### src/rtl/jtag_tap.sv
// IEEE 1149.1 TAP: 16-state controller, IR, IDCODE/BYPASS/USER data registers; tck domain, posedge only.
// tdo is combinational from the shift registers; enable=0 freezes all state (no backpressure otherwise).
module jtag_tap #(
    parameter int                  IR_WIDTH      = 4,
    parameter logic [31:0]         IDCODE_VALUE  = 32'h000FAF01,
    parameter int                  USER_DR_WIDTH = 8,
    parameter logic [IR_WIDTH-1:0] INST_IDCODE   = 4'b1110,
    parameter logic [IR_WIDTH-1:0] INST_BYPASS   = 4'b1111,
    parameter logic [IR_WIDTH-1:0] INST_USER     = 4'b1010
) (
    input  logic                     tck,
    input  logic                     trst_n,
    input  logic                     enable,
    input  logic                     tms,
    input  logic                     tdi,
    output logic                     tdo,
    output logic                     tdo_en,
    output logic [IR_WIDTH-1:0]      ir_value,
    input  logic [USER_DR_WIDTH-1:0] user_dr_in,
    output logic [USER_DR_WIDTH-1:0] user_dr_out,
    output logic                     user_update
);

    typedef enum logic [3:0] {
        TLR      = 4'h0,
        RTI      = 4'h1,
        SEL_DR   = 4'h2,
        CAP_DR   = 4'h3,
        SH_DR    = 4'h4,
        EX1_DR   = 4'h5,
        PAUSE_DR = 4'h6,
        EX2_DR   = 4'h7,
        UPD_DR   = 4'h8,
        SEL_IR   = 4'h9,
        CAP_IR   = 4'hA,
        SH_IR    = 4'hB,
        EX1_IR   = 4'hC,
        PAUSE_IR = 4'hD,
        EX2_IR   = 4'hE,
        UPD_IR   = 4'hF
    } tap_state_t;

    typedef enum logic [1:0] {
        DR_BYPASS = 2'd0,
        DR_IDCODE = 2'd1,
        DR_USER   = 2'd2
    } dr_sel_t;

    // Capture pattern lets a board scan locate each IR in the chain.
    localparam logic [IR_WIDTH-1:0] IR_CAPTURE = {{(IR_WIDTH-1){1'b0}}, 1'b1};

    tap_state_t               state;
    tap_state_t               state_nxt;
    dr_sel_t                  dr_sel;
    logic [IR_WIDTH-1:0]      ir_shift;
    logic [31:0]              idcode_shift;
    logic [USER_DR_WIDTH-1:0] user_shift;
    logic [USER_DR_WIDTH:0]   user_shift_cat;
    logic                     bypass_reg;

    always_ff @(posedge tck) begin
        if (!trst_n) begin
            state <= TLR;
        end else if (enable) begin
            state <= state_nxt;
        end
    end

    always_comb begin
        state_nxt = TLR;
        case (state)
            TLR:      state_nxt = tms ? TLR    : RTI;
            RTI:      state_nxt = tms ? SEL_DR : RTI;
            SEL_DR:   state_nxt = tms ? SEL_IR : CAP_DR;
            CAP_DR:   state_nxt = tms ? EX1_DR : SH_DR;
            SH_DR:    state_nxt = tms ? EX1_DR : SH_DR;
            EX1_DR:   state_nxt = tms ? UPD_DR : PAUSE_DR;
            PAUSE_DR: state_nxt = tms ? EX2_DR : PAUSE_DR;
            EX2_DR:   state_nxt = tms ? UPD_DR : SH_DR;
            UPD_DR:   state_nxt = tms ? SEL_DR : RTI;
            SEL_IR:   state_nxt = tms ? TLR    : CAP_IR;
            CAP_IR:   state_nxt = tms ? EX1_IR : SH_IR;
            SH_IR:    state_nxt = tms ? EX1_IR : SH_IR;
            EX1_IR:   state_nxt = tms ? UPD_IR : PAUSE_IR;
            PAUSE_IR: state_nxt = tms ? EX2_IR : PAUSE_IR;
            EX2_IR:   state_nxt = tms ? UPD_IR : SH_IR;
            UPD_IR:   state_nxt = tms ? SEL_IR : RTI;
            default:  state_nxt = TLR;
        endcase
    end

    always_comb begin
        dr_sel = DR_BYPASS;
        case (ir_value)
            INST_IDCODE: dr_sel = DR_IDCODE;
            INST_USER:   dr_sel = DR_USER;
            INST_BYPASS: dr_sel = DR_BYPASS;
            default:     dr_sel = DR_BYPASS;
        endcase
    end

    assign user_shift_cat = {tdi, user_shift};

    // Instruction register: capture, shift, update, and reload on entry to TLR.
    always_ff @(posedge tck) begin
        if (!trst_n) begin
            ir_shift <= '0;
            ir_value <= INST_IDCODE;
        end else if (enable) begin
            case (state)
                CAP_IR:  ir_shift <= IR_CAPTURE;
                SH_IR:   ir_shift <= {tdi, ir_shift[IR_WIDTH-1:1]};
                UPD_IR:  ir_value <= ir_shift;
                default: ;
            endcase
            if (state_nxt == TLR) begin
                ir_value <= INST_IDCODE;
            end
        end
    end

    // Data registers: only the register selected by ir_value moves.
    always_ff @(posedge tck) begin
        if (!trst_n) begin
            idcode_shift <= '0;
            user_shift   <= '0;
            bypass_reg   <= 1'b0;
        end else if (enable) begin
            if (state == CAP_DR) begin
                case (dr_sel)
                    DR_IDCODE: idcode_shift <= IDCODE_VALUE;
                    DR_USER:   user_shift   <= user_dr_in;
                    default:   bypass_reg   <= 1'b0;
                endcase
            end else if (state == SH_DR) begin
                case (dr_sel)
                    DR_IDCODE: idcode_shift <= {tdi, idcode_shift[31:1]};
                    DR_USER:   user_shift   <= user_shift_cat[USER_DR_WIDTH:1];
                    default:   bypass_reg   <= tdi;
                endcase
            end
        end
    end

    // user_update is a registered pulse so it lands in the cycle after UpdDR.
    always_ff @(posedge tck) begin
        if (!trst_n) begin
            user_dr_out <= '0;
            user_update <= 1'b0;
        end else begin
            user_update <= 1'b0;
            if (enable && state == UPD_DR && dr_sel == DR_USER) begin
                user_dr_out <= user_shift;
                user_update <= 1'b1;
            end
        end
    end

    always_comb begin
        tdo    = 1'b0;
        tdo_en = 1'b0;
        case (state)
            SH_IR: begin
                tdo    = ir_shift[0];
                tdo_en = 1'b1;
            end
            SH_DR: begin
                tdo_en = 1'b1;
                case (dr_sel)
                    DR_IDCODE: tdo = idcode_shift[0];
                    DR_USER:   tdo = user_shift[0];
                    default:   tdo = bypass_reg;
                endcase
            end
            default: ;
        endcase
    end

endmodule

### config.mk
export PLATFORM = sky130hd
export DESIGN_NAME = jtag_tap
export DESIGN_NICKNAME = d
export VERILOG_FILES = /design/src/rtl/jtag_tap.sv
export SDC_FILE = /design/constraint.sdc
export NUM_CORES = 1
export LEC_CHECK = 0
export CAP_MARGIN = 20
export CORE_MARGIN = 1.5
export CORE_UTILIZATION = 54
export DETAILED_ROUTE_END_ITERATION = 16
export PLACE_DENSITY_LB_ADDON = 0.25
export SKIP_LAST_GASP = 1
export SYNTH_ARGS = -nofsm -noshare
export SYNTH_HDL_FRONTEND = slang
export SYNTH_SLANG_ARGS = --single-unit
### constraint.sdc
create_clock -name tck -period 4.35 [get_ports tck]
set_input_delay 0.87 -clock tck [delete_from_list [all_inputs] [get_ports tck]]
set_output_delay 0.87 -clock tck [all_outputs]
set_load 0.02 [all_outputs]
==> impl_metrics.ini <==
[run_status]
status = finished clean

[layout]
nets = 360
top_regs = idcode_shift (32), user_dr_out (8), user_shift (8)
largest_register_ffs = 32
areaGrowthSynthToFinish_pct = 15.3
layout_common_cells = 62 x dfxtp_1, 58 x nand3_1, 45 x o21ai_0
antenna_cells = 0
post-route-util_pct = 64.1
final_common_cell = dfxtp_1
drive_above_1_share_pct = 6.57
max_flop_register = idcode_shift
stdcell_count = 420

[global_routing]
overflow = 0
antenna_found_initial = 0
grt_usage_pct = 21.4
grt_max_degree = 72
grt_pass1_vias = 2059
grt_first_pass_wirelength_um = 9070

[timing]
post-route-period-util_pct = 75.2
finalSetupViolCount = 0
fin_setup_tns_ns = 0
maxSlewHeadroom_pct = 32.1
hold_viol = 0
holdWs_ns = 0.460
layout_min_cycle_time_ns = 3.27
finalClockSkew_ns = 0.00909
slew_violations = 0
rsz0062_at_grt = no
worst_pin_slew_ns = 1.02
max_freq_mhz = 306

[drt]
wire_per_inst_um = 13.2
vias_per_cell = 5.65
drt_first_pass_iters = 4
ant_nets = 0
route.detailed.drc = 0
dr.first_iter.drc_count = 129
totalWireLength_um = 5550
vias = 2373

[floorplanning]
ios = 28
die_h_um = 75.1
die_area_um2 = 5630
fp.dieW_um = 75.1
initial_core_util_pct = 55.6
rows = 26
core_um2 = 5040

[clocking]
post_cts_buffers = 0
clk_pin_slew_ns = 0.07
post_cts_resized = 0
holdBufCountCts = 0
h-tree-depth = 3
numCtsBuffers = 9
clockRootBuffer = clkbuf_8
clock_path_buffers = 2
clk_latency_ns = 0.34
cts_tree = built
clock-sinks = 62

[pwr]
p_total_mw = 1.24
power_density_nw_per_um2 = 383
leakagePower_nw = 1.15
ir_drop_v = 0.000262

[setup_path]
r2r_end = idcode_shift[21]$_SDFFE_PN0P_
critPathSlowestCell = clkdlybuf4s50_1
critPathRequiredTime_ns = 3.48
reg2reg_from = state[2]$_SDFFE_PN0P_
critPathMaxFanout = 3
path_cells = nand2_1 > or3_1 > ha_1 > a22oi_1 > o21ai_0 > a32o_1 > clkdlybuf4s50_1
path_class = reg2out
reg2reg_depth = 5
cp_data_arrival_time_ns = 2.40
rrSetupSlack_ns = 2.01
worstSetupStartpointType = flop
end_kind = primary output
cpPeakStageDelay_ns = 0.53

[logic_synthesis]
async_reset_ff_share_pct = 0
synthDistinctLibCells = 48
ys_ff_latch = 62
syn_inst = 336
ys_seq_area_share_pct = 44.3
syn_area_um2 = 2800
synthFlopType = dfxtp_1
synth.avg_cell_area_um2 = 8.35
synth-edff-count = 0
synthesis.nets = 351
yosysWarnings = 0

[min_path]
min_from = idcode_shift[1]$_SDFFE_PN0P_
holdPathStages = 2
hp-class = reg2reg
whs_endpoint = idcode_shift[1]$_SDFFE_PN0P_

[run]
cap_violations = 0

[place]
port_buffers = 27
gp_congestion = 0.784
dp_hpwl_um = 3440
dp_cells = 403
-- metrics by stage --
| step | worst slack, ns | area [um^2] |
|---|---|---|
| 3_3_place_gp | 1.48 | 3010 |
| 5_1_grt | 0.946 | 3230 |
| 2_1_floorplan | 1.82 | 2800 |
| 4_1_cts | 1.04 | 3220 |
| 3_5_place_dp | 1.41 | 3010 |
| 6_report | 1.08 | 3230 |
-- layout make-up --
class / count / area [um^2]
inverter: 4 / 15.0
multi-input combinational: 238 / 1380
clock inverter: 3 / 67.6
tap: 70 / 87.6
timing repair buffer: 30 / 292
fill: 448 / 1810
clock buffer: 13 / 149
sequential: 62 / 1240
-- metal layers --
layer  GRT usage [%]  wire [um]
met1            26.4       2630
met5               0          0
met2            33.7       2610
met3            8.03        238
met4            8.69         72
-- critical path: cells and delay by family, from the launching register on --
| family | cells | cell delay, ns |
|---|---|---|
| and+or+nand+nor | 2 | 0.41 |
| buffers and inverters | 1 | 0.53 |
| DFF | 1 | 0.35 |
| AOI/OAI and AO/OA | 3 | 0.53 |
| adders and majority gates | 1 | 0.24 |
-- synthesized netlist by cell type (all sizes together) (4+ instances only) --
cell type / count / area share, %
nand2: 27 / 3.6
o21ai: 50 / 8.9
a311oi: 8 / 2.5
dfxtp: 62 / 44
clkbuf: 15 / 2.1
nor2b: 4 / 0.89
mux2i: 13 / 4.6
buf: 17 / 4.0
nor2: 28 / 3.7
nand3: 58 / 10
a21oi: 6 / 1.1
-- power breakdown --
| part | total (mW) | switching, mW | internal, mW |
|---|---|---|---|
| registers | 0.590 | 0.0166 | 0.574 |
| clock network | 0.549 | 0.210 | 0.339 |
| logic | 0.0977 | 0.0572 | 0.0405 |
-- how the worst max path moves through the flow --
| stage | start | endpoint | slack (ns) |
|---|---|---|---|
| after global routing | ir_value[1]$_SDFFE_PN1P_ | tdo | 0.95 |
| after global placement | ir_value[3]$_SDFFE_PN1P_ | tdo | 1.48 |
| after detailed placement | ir_value[3]$_SDFFE_PN1P_ | tdo | 1.41 |
| after floorplan | ir_value[3]$_SDFFE_PN1P_ | tdo | 1.82 |
| final | ir_value[3]$_SDFFE_PN1P_ | tdo | 1.08 |
| after CTS | ir_value[3]$_SDFFE_PN1P_ | tdo | 1.04 |
-- kinds of logic after synthesis --
logic type	count (synthesis)	share of synthesized area, %
flip-flops	62	44.3
AO/OA/AOI/OAI	86	19.7
XOR/XNOR	2	0.625
adder cells (fa/ha/maj)	2	0.892
multiplexers	13	4.64
AND/OR/NAND/NOR	135	23.2
buffers and inverters	36	6.65
No activity file was read; power rests on OpenSTA's default activity.
